File: config.mk
export PLATFORM = sky130hd
export DESIGN_NAME = ship_game_ctrl
export DESIGN_NICKNAME = d
export VERILOG_FILES = /design/src/rtl/ship_game_ctrl.sv
export SDC_FILE = /design/constraint.sdc
export NUM_CORES = 1
export LEC_CHECK = 0
export CAP_MARGIN = 20
export CORE_ASPECT_RATIO = 0.8
export CORE_MARGIN = 4
export CORE_UTILIZATION = 50
export DETAILED_ROUTE_END_ITERATION = 12
export HOLD_SLACK_MARGIN = 0.12
export PLACE_DENSITY = 0.86
export SYNTH_ARGS = -nofsm -noshare
export SYNTH_HDL_FRONTEND = slang
export SYNTH_SLANG_ARGS = --single-unit
File: constraint.sdc
create_clock -name clk -period 3.4 [get_ports clk]
set_input_delay 0.51 -clock clk [delete_from_list [all_inputs] [get_ports clk]]
set_output_delay 0.51 -clock clk [all_outputs]
set_load 0.1 [all_outputs]
File: src/rtl/ship_game_ctrl.sv
// Battleship game sequencer: ship placement for both boards, alternating turns with a
// player turn timer, hit counting and winner detection. Owns no board storage.
module ship_game_ctrl #(
  parameter int unsigned CYC_PER_SEC = 50_000_000,
  parameter int unsigned TURN_SECS   = 15
) (
  input  logic       clk,
  input  logic       rst,
  input  logic       start,
  input  logic [2:0] ship_count,
  input  logic       player_placed,
  input  logic       eplace_done,
  input  logic       player_shot,
  input  logic       player_hit,
  input  logic       enemy_shot,
  input  logic       enemy_hit,
  output logic [2:0] state,
  output logic [2:0] cur_size,
  output logic       player_place_req,
  output logic       eplace_en,
  output logic [2:0] eplace_size,
  output logic       enemy_fire_req,
  output logic [3:0] secs_left,
  output logic       timeout,
  output logic [3:0] p_hits,
  output logic [3:0] e_hits,
  output logic       game_over,
  output logic       winner
);

  localparam int unsigned SubW = (CYC_PER_SEC > 1) ? $clog2(CYC_PER_SEC) : 1;

  typedef enum logic [2:0] {
    StIdle   = 3'd0,
    StPPlace = 3'd1,
    StEPlace = 3'd2,
    StPTurn  = 3'd3,
    StETurn  = 3'd4,
    StOver   = 3'd5
  } state_e;

  state_e          state_q, state_d;
  logic [2:0]      n_q, n_d, n_new;
  logic [3:0]      total_q, total_d;
  logic [5:0]      prod;
  logic [2:0]      cur_size_q, cur_size_d;
  logic [SubW-1:0] sub_q, sub_d;
  logic [3:0]      secs_q, secs_d;
  logic            timeout_q, timeout_d;
  logic [3:0]      p_hits_q, p_hits_d;
  logic [3:0]      e_hits_q, e_hits_d;
  logic            winner_q, winner_d;
  logic            wrap;
  logic            place_req_q, eplace_en_q, fire_req_q, game_over_q;
  logic [2:0]      eplace_size_q;

  always_comb begin
    n_new = (ship_count == 3'd0) ? 3'd1 : (ship_count > 3'd5) ? 3'd5 : ship_count;
    prod  = {3'b000, n_new} * ({3'b000, n_new} + 6'd1);
    wrap  = (sub_q == SubW'(CYC_PER_SEC - 1));

    state_d    = state_q;
    n_d        = n_q;
    total_d    = total_q;
    cur_size_d = cur_size_q;
    sub_d      = sub_q;
    secs_d     = secs_q;
    timeout_d  = 1'b0;
    p_hits_d   = p_hits_q;
    e_hits_d   = e_hits_q;
    winner_d   = winner_q;

    unique case (state_q)
      StIdle, StOver: begin
        if (start) begin
          n_d        = n_new;
          total_d    = prod[4:1];
          p_hits_d   = 4'd0;
          e_hits_d   = 4'd0;
          cur_size_d = 3'd1;
          state_d    = StPPlace;
        end
      end
      StPPlace: if (player_placed) state_d = StEPlace;
      StEPlace: begin
        if (eplace_done) begin
          if (cur_size_q == n_q) begin
            cur_size_d = 3'd0;
            state_d    = StPTurn;
          end else begin
            cur_size_d = cur_size_q + 3'd1;
            state_d    = StPPlace;
          end
        end
      end
      StPTurn: begin
        // A shot on the expiry cycle takes priority over the timeout.
        if (player_shot) begin
          p_hits_d = p_hits_q + {3'b000, player_hit};
          if (p_hits_d == total_q) begin
            winner_d = 1'b0;
            state_d  = StOver;
          end else begin
            state_d = StETurn;
          end
        end else if (wrap && secs_q == 4'd1) begin
          timeout_d = 1'b1;
          state_d   = StETurn;
        end else if (wrap) begin
          sub_d  = '0;
          secs_d = secs_q - 4'd1;
        end else begin
          sub_d = sub_q + SubW'(1);
        end
      end
      StETurn: begin
        if (enemy_shot) begin
          e_hits_d = e_hits_q + {3'b000, enemy_hit};
          if (e_hits_d == total_q) begin
            winner_d = 1'b1;
            state_d  = StOver;
          end else begin
            state_d = StPTurn;
          end
        end
      end
      default: state_d = StIdle;
    endcase

    // Timer reloads on every entry into the player turn and reads 0 elsewhere.
    if (state_d != StPTurn) begin
      secs_d = 4'd0;
      sub_d  = '0;
    end else if (state_q != StPTurn) begin
      secs_d = 4'(TURN_SECS);
      sub_d  = '0;
    end
  end

  always_ff @(posedge clk) begin
    if (!rst) begin
      state_q       <= StIdle;
      n_q           <= 3'd0;
      total_q       <= 4'd0;
      cur_size_q    <= 3'd0;
      sub_q         <= '0;
      secs_q        <= 4'd0;
      timeout_q     <= 1'b0;
      p_hits_q      <= 4'd0;
      e_hits_q      <= 4'd0;
      winner_q      <= 1'b0;
      place_req_q   <= 1'b0;
      eplace_en_q   <= 1'b0;
      eplace_size_q <= 3'd0;
      fire_req_q    <= 1'b0;
      game_over_q   <= 1'b0;
    end else begin
      state_q       <= state_d;
      n_q           <= n_d;
      total_q       <= total_d;
      cur_size_q    <= cur_size_d;
      sub_q         <= sub_d;
      secs_q        <= secs_d;
      timeout_q     <= timeout_d;
      p_hits_q      <= p_hits_d;
      e_hits_q      <= e_hits_d;
      winner_q      <= winner_d;
      place_req_q   <= (state_d == StPPlace);
      eplace_en_q   <= (state_d == StEPlace);
      eplace_size_q <= (state_d == StEPlace) ? cur_size_d : 3'd0;
      fire_req_q    <= (state_d == StETurn);
      game_over_q   <= (state_d == StOver);
    end
  end

  assign state            = state_q;
  assign cur_size         = cur_size_q;
  assign player_place_req = place_req_q;
  assign eplace_en        = eplace_en_q;
  assign eplace_size      = eplace_size_q;
  assign enemy_fire_req   = fire_req_q;
  assign secs_left        = secs_q;
  assign timeout          = timeout_q;
  assign p_hits           = p_hits_q;
  assign e_hits           = e_hits_q;
  assign game_over        = game_over_q;
  assign winner           = winner_q;

endmodule

==> results.cfg <==
[power]
internal-power_mw = 1.21
ir_worst_vdd_v = 0.000324
switching_share_pct = 30.5
p_leak_nw = 1.45
pwr-share-clk_pct = 38.6
pwr-share-comb_pct = 17.9
p_seq_share_pct = 43.4
power_density_nw_per_um2 = 445
p_switching_mw = 0.531

[clock_network]
clk_pin_slew_worst_paths_ps = 70
cts.path.max_buffers = 2
cts_sinks = 60
h-tree-depth = 3
numCtsBuffers = 9
cts-root-buf = clkbuf_8
cts_tree = built
clock_latency_ps = 340

[sta]
setup_violations = 0
hold_viol_final = 0
max_slew_margin_pct = 34.0
maxSlewViolCount = 0
fin_crit_sh_pct = 97.2
finalClockSkew_ps = 6.07
min_period_ps = 3310
worst_slew_pin_slew_ps = 987
hold_ws_ps = 476
maxClockFrequency_mhz = 302

[setup_path]
startpoint_type = input port
worstPathRequired_ps = 3660
worst-path-max-fanout = 3
cp.arrival_ps = 3570
worstSetupEndpointType = register
critPathKind = in2reg

[synthesis]
syn_area_um2 = 3170
seq_area_frac_synth_pct = 37.9
synth.distinct_cells = 51
synth_edf_count = 0
ys_async_sr_fraction_pct = 0
ys_ff_latch = 60
synth_nets = 398
synth_ff_type = dfxtp_1
synth_area_per_cell_um2 = 8.56
synth_warnings = 0
synth_cells = 370

[route]
num_vias = 2812
wire_per_inst_um = 14.7
drt-pass1-iter-count = 4
ant_nets = 0
totalWireLength_um = 7450
via_per_inst = 5.55
drtIter0Drc = 134
drc_errors = 0

[grt]
grt_usage_pct = 19.6
first_global_vias = 2609
antenna_found_initial = 0
grt_pass1_wl_um = 12200
grt.overflow.total = 0
grt_max_degree = 27

[layout]
drive_above_1_share_pct = 10.8
stdcell_area_um2 = 3910
antenna_cells = 0
multiInputGateArea_um2 = 1860
regArea_um2 = 1200
area_growth_pct = 23.5
nets = 449
nFillCells = 456

[placed_design]
gp_congestion = 0.861
dpl_cell_area_um2 = 3680
io_buffers = 38
hpwl_um = 5310

[die]
die_h_um = 79.2
row_count = 25
core_um2 = 6040
boundaryPins = 39
initial_core_util_pct = 52.4
die_w_um = 97.0
dieArea_um2 = 7680

[run]
max-cap-violations = 0

[worst_hold_path]
hold_class = reg2reg

[outcome]
status = complete, no violations
==> power by group through the flow <==
stage	clock, mW	sequential, mW	combinational, mW
after detailed placement	0	0.771	0.307
final	0.673	0.756	0.312
after floorplan	0	0.850	0.138
after CTS	0.684	0.755	0.311
after global routing	0.720	0.760	0.336
after global placement	0	0.770	0.298
==> final timing paths <==
check | slack (ps) | end | from | cells after the start
worst max-delay path | 90 | total_q[3] | ship_count[2] | 16
worst min-delay path | 480 | n_q[1] | n_q[1] | 2
worst max register to register | 840 | secs_left[0] | e_hits[0] | 9
worst min register to register | 480 | n_q[1] | n_q[1] | 2
==> cell usage after synthesis, types with 7 or more instances <==
| cell type | instances | area share [%] |
|---|---|---|
| nand2_1 | 34 | 4.0 |
| nand2b_1 | 7 | 1.4 |
| ha_1 | 13 | 5.1 |
| a21oi_1 | 14 | 2.2 |
| nand4_1 | 11 | 2.2 |
| xnor2_1 | 15 | 4.2 |
| xor2_1 | 29 | 8.0 |
| inv_1 | 11 | 1.3 |
| clkbuf_1 | 7 | 0.83 |
| nor3_1 | 8 | 1.3 |
| nand3_1 | 19 | 3.0 |
| dfxtp_1 | 60 | 38 |
| nor2_1 | 54 | 6.4 |
| and3_1 | 8 | 1.6 |
==> layer usage <==
metal / share of wire, % / vias up / track usage, %
li1: - / 1379 / -
met1: 47 / 1358 / 25.6
met2: 47 / 62 / 31.4
met3: 4.8 / 13 / 6.15
met4: 1.6 / 0 / 5.61
met5: 0 / - / 0
==> registers in the layout, indices dropped and copies added, names as in the netlist <==
signal            flops
cur_size              3
e_hits                4
enemy_fire_req        1
eplace_en             1
eplace_size           3
game_over             1
n_q                   3
p_hits                4
player_place_req      1
secs_left             4
state                 3
sub_q                26
timeout               1
total_q               4
winner                1
==> per-stage QoR <==
stage	instances	total power [mW]	worst slack (ps)	util, %	TNS, ps
CTS	506	1.75	130	64.6	0
global placement	489	1.07	-390	60.9	-548
finish	507	1.74	93.8	64.8	0
global route	507	1.82	-4.62	64.8	-4.62
detailed placement	489	1.08	-517	60.9	-801
floorplan	370	0.988	18.2	-	0
==> worst max-delay path: stages <==
cell           delay [ps]
dlygate4sd2_1         280
nor2b_4               130
inv_1                  60
a21oi_2               140
inv_1                  80
ha_1                  200
inv_1                  60
ha_1                  230
or2_2                 320
fa_1                  500
inv_1                  50
ha_1                  200
fa_2                  340
xnor2_1               140
xnor2_1               120
a211oi_1              210
==> repair_timing <==
item                       4_1_cts  5_1_grt
setup buffers                    1        1
hold buffers                     0        0
resized for setup                4        0
cloned                           0        0
pin swaps                        1        1
setup endpoints to repair        1        1
==> layout by cell type (no fill, tap or decap), types with 6 or more instances in the layout <==
cell	Yosys	layout
a211oi_1	6	6
a21oi_1	14	13
a22oi_1	6	6
and3_1	8	8
buf_4	0	16
clkbuf_8	0	11
clkdlybuf4s50_1	0	33
dfxtp_1	60	60
ha_1	13	13
inv_1	11	11
nand2_1	34	34
nand2b_1	7	7
nand3_1	19	19
nand4_1	11	11
nor2_1	54	54
nor3_1	8	8
o21ai_0	6	6
xnor2_1	15	15
xor2_1	29	29
==> cell type report <==
class                   instances  share of cell area, %
repair buffers                 52                   12.5
clock inverters                 5                   1.54
well taps                      81                   2.59
clock buffers                  11                   3.87
inverters                      12                   1.15
multi-input cells             286                   47.6
flip-flops and latches         60                   30.7
==> cells by family after synthesis <==
group,share of synthesized area [%]
simple gates,28.0
flops,37.9
compound gates,9.84
xor+xnor,12.2
buf+inv,3.64
fa+ha+maj,7.04
mux,1.26
other cells,0.118
(Power assumes the default switching activity.)
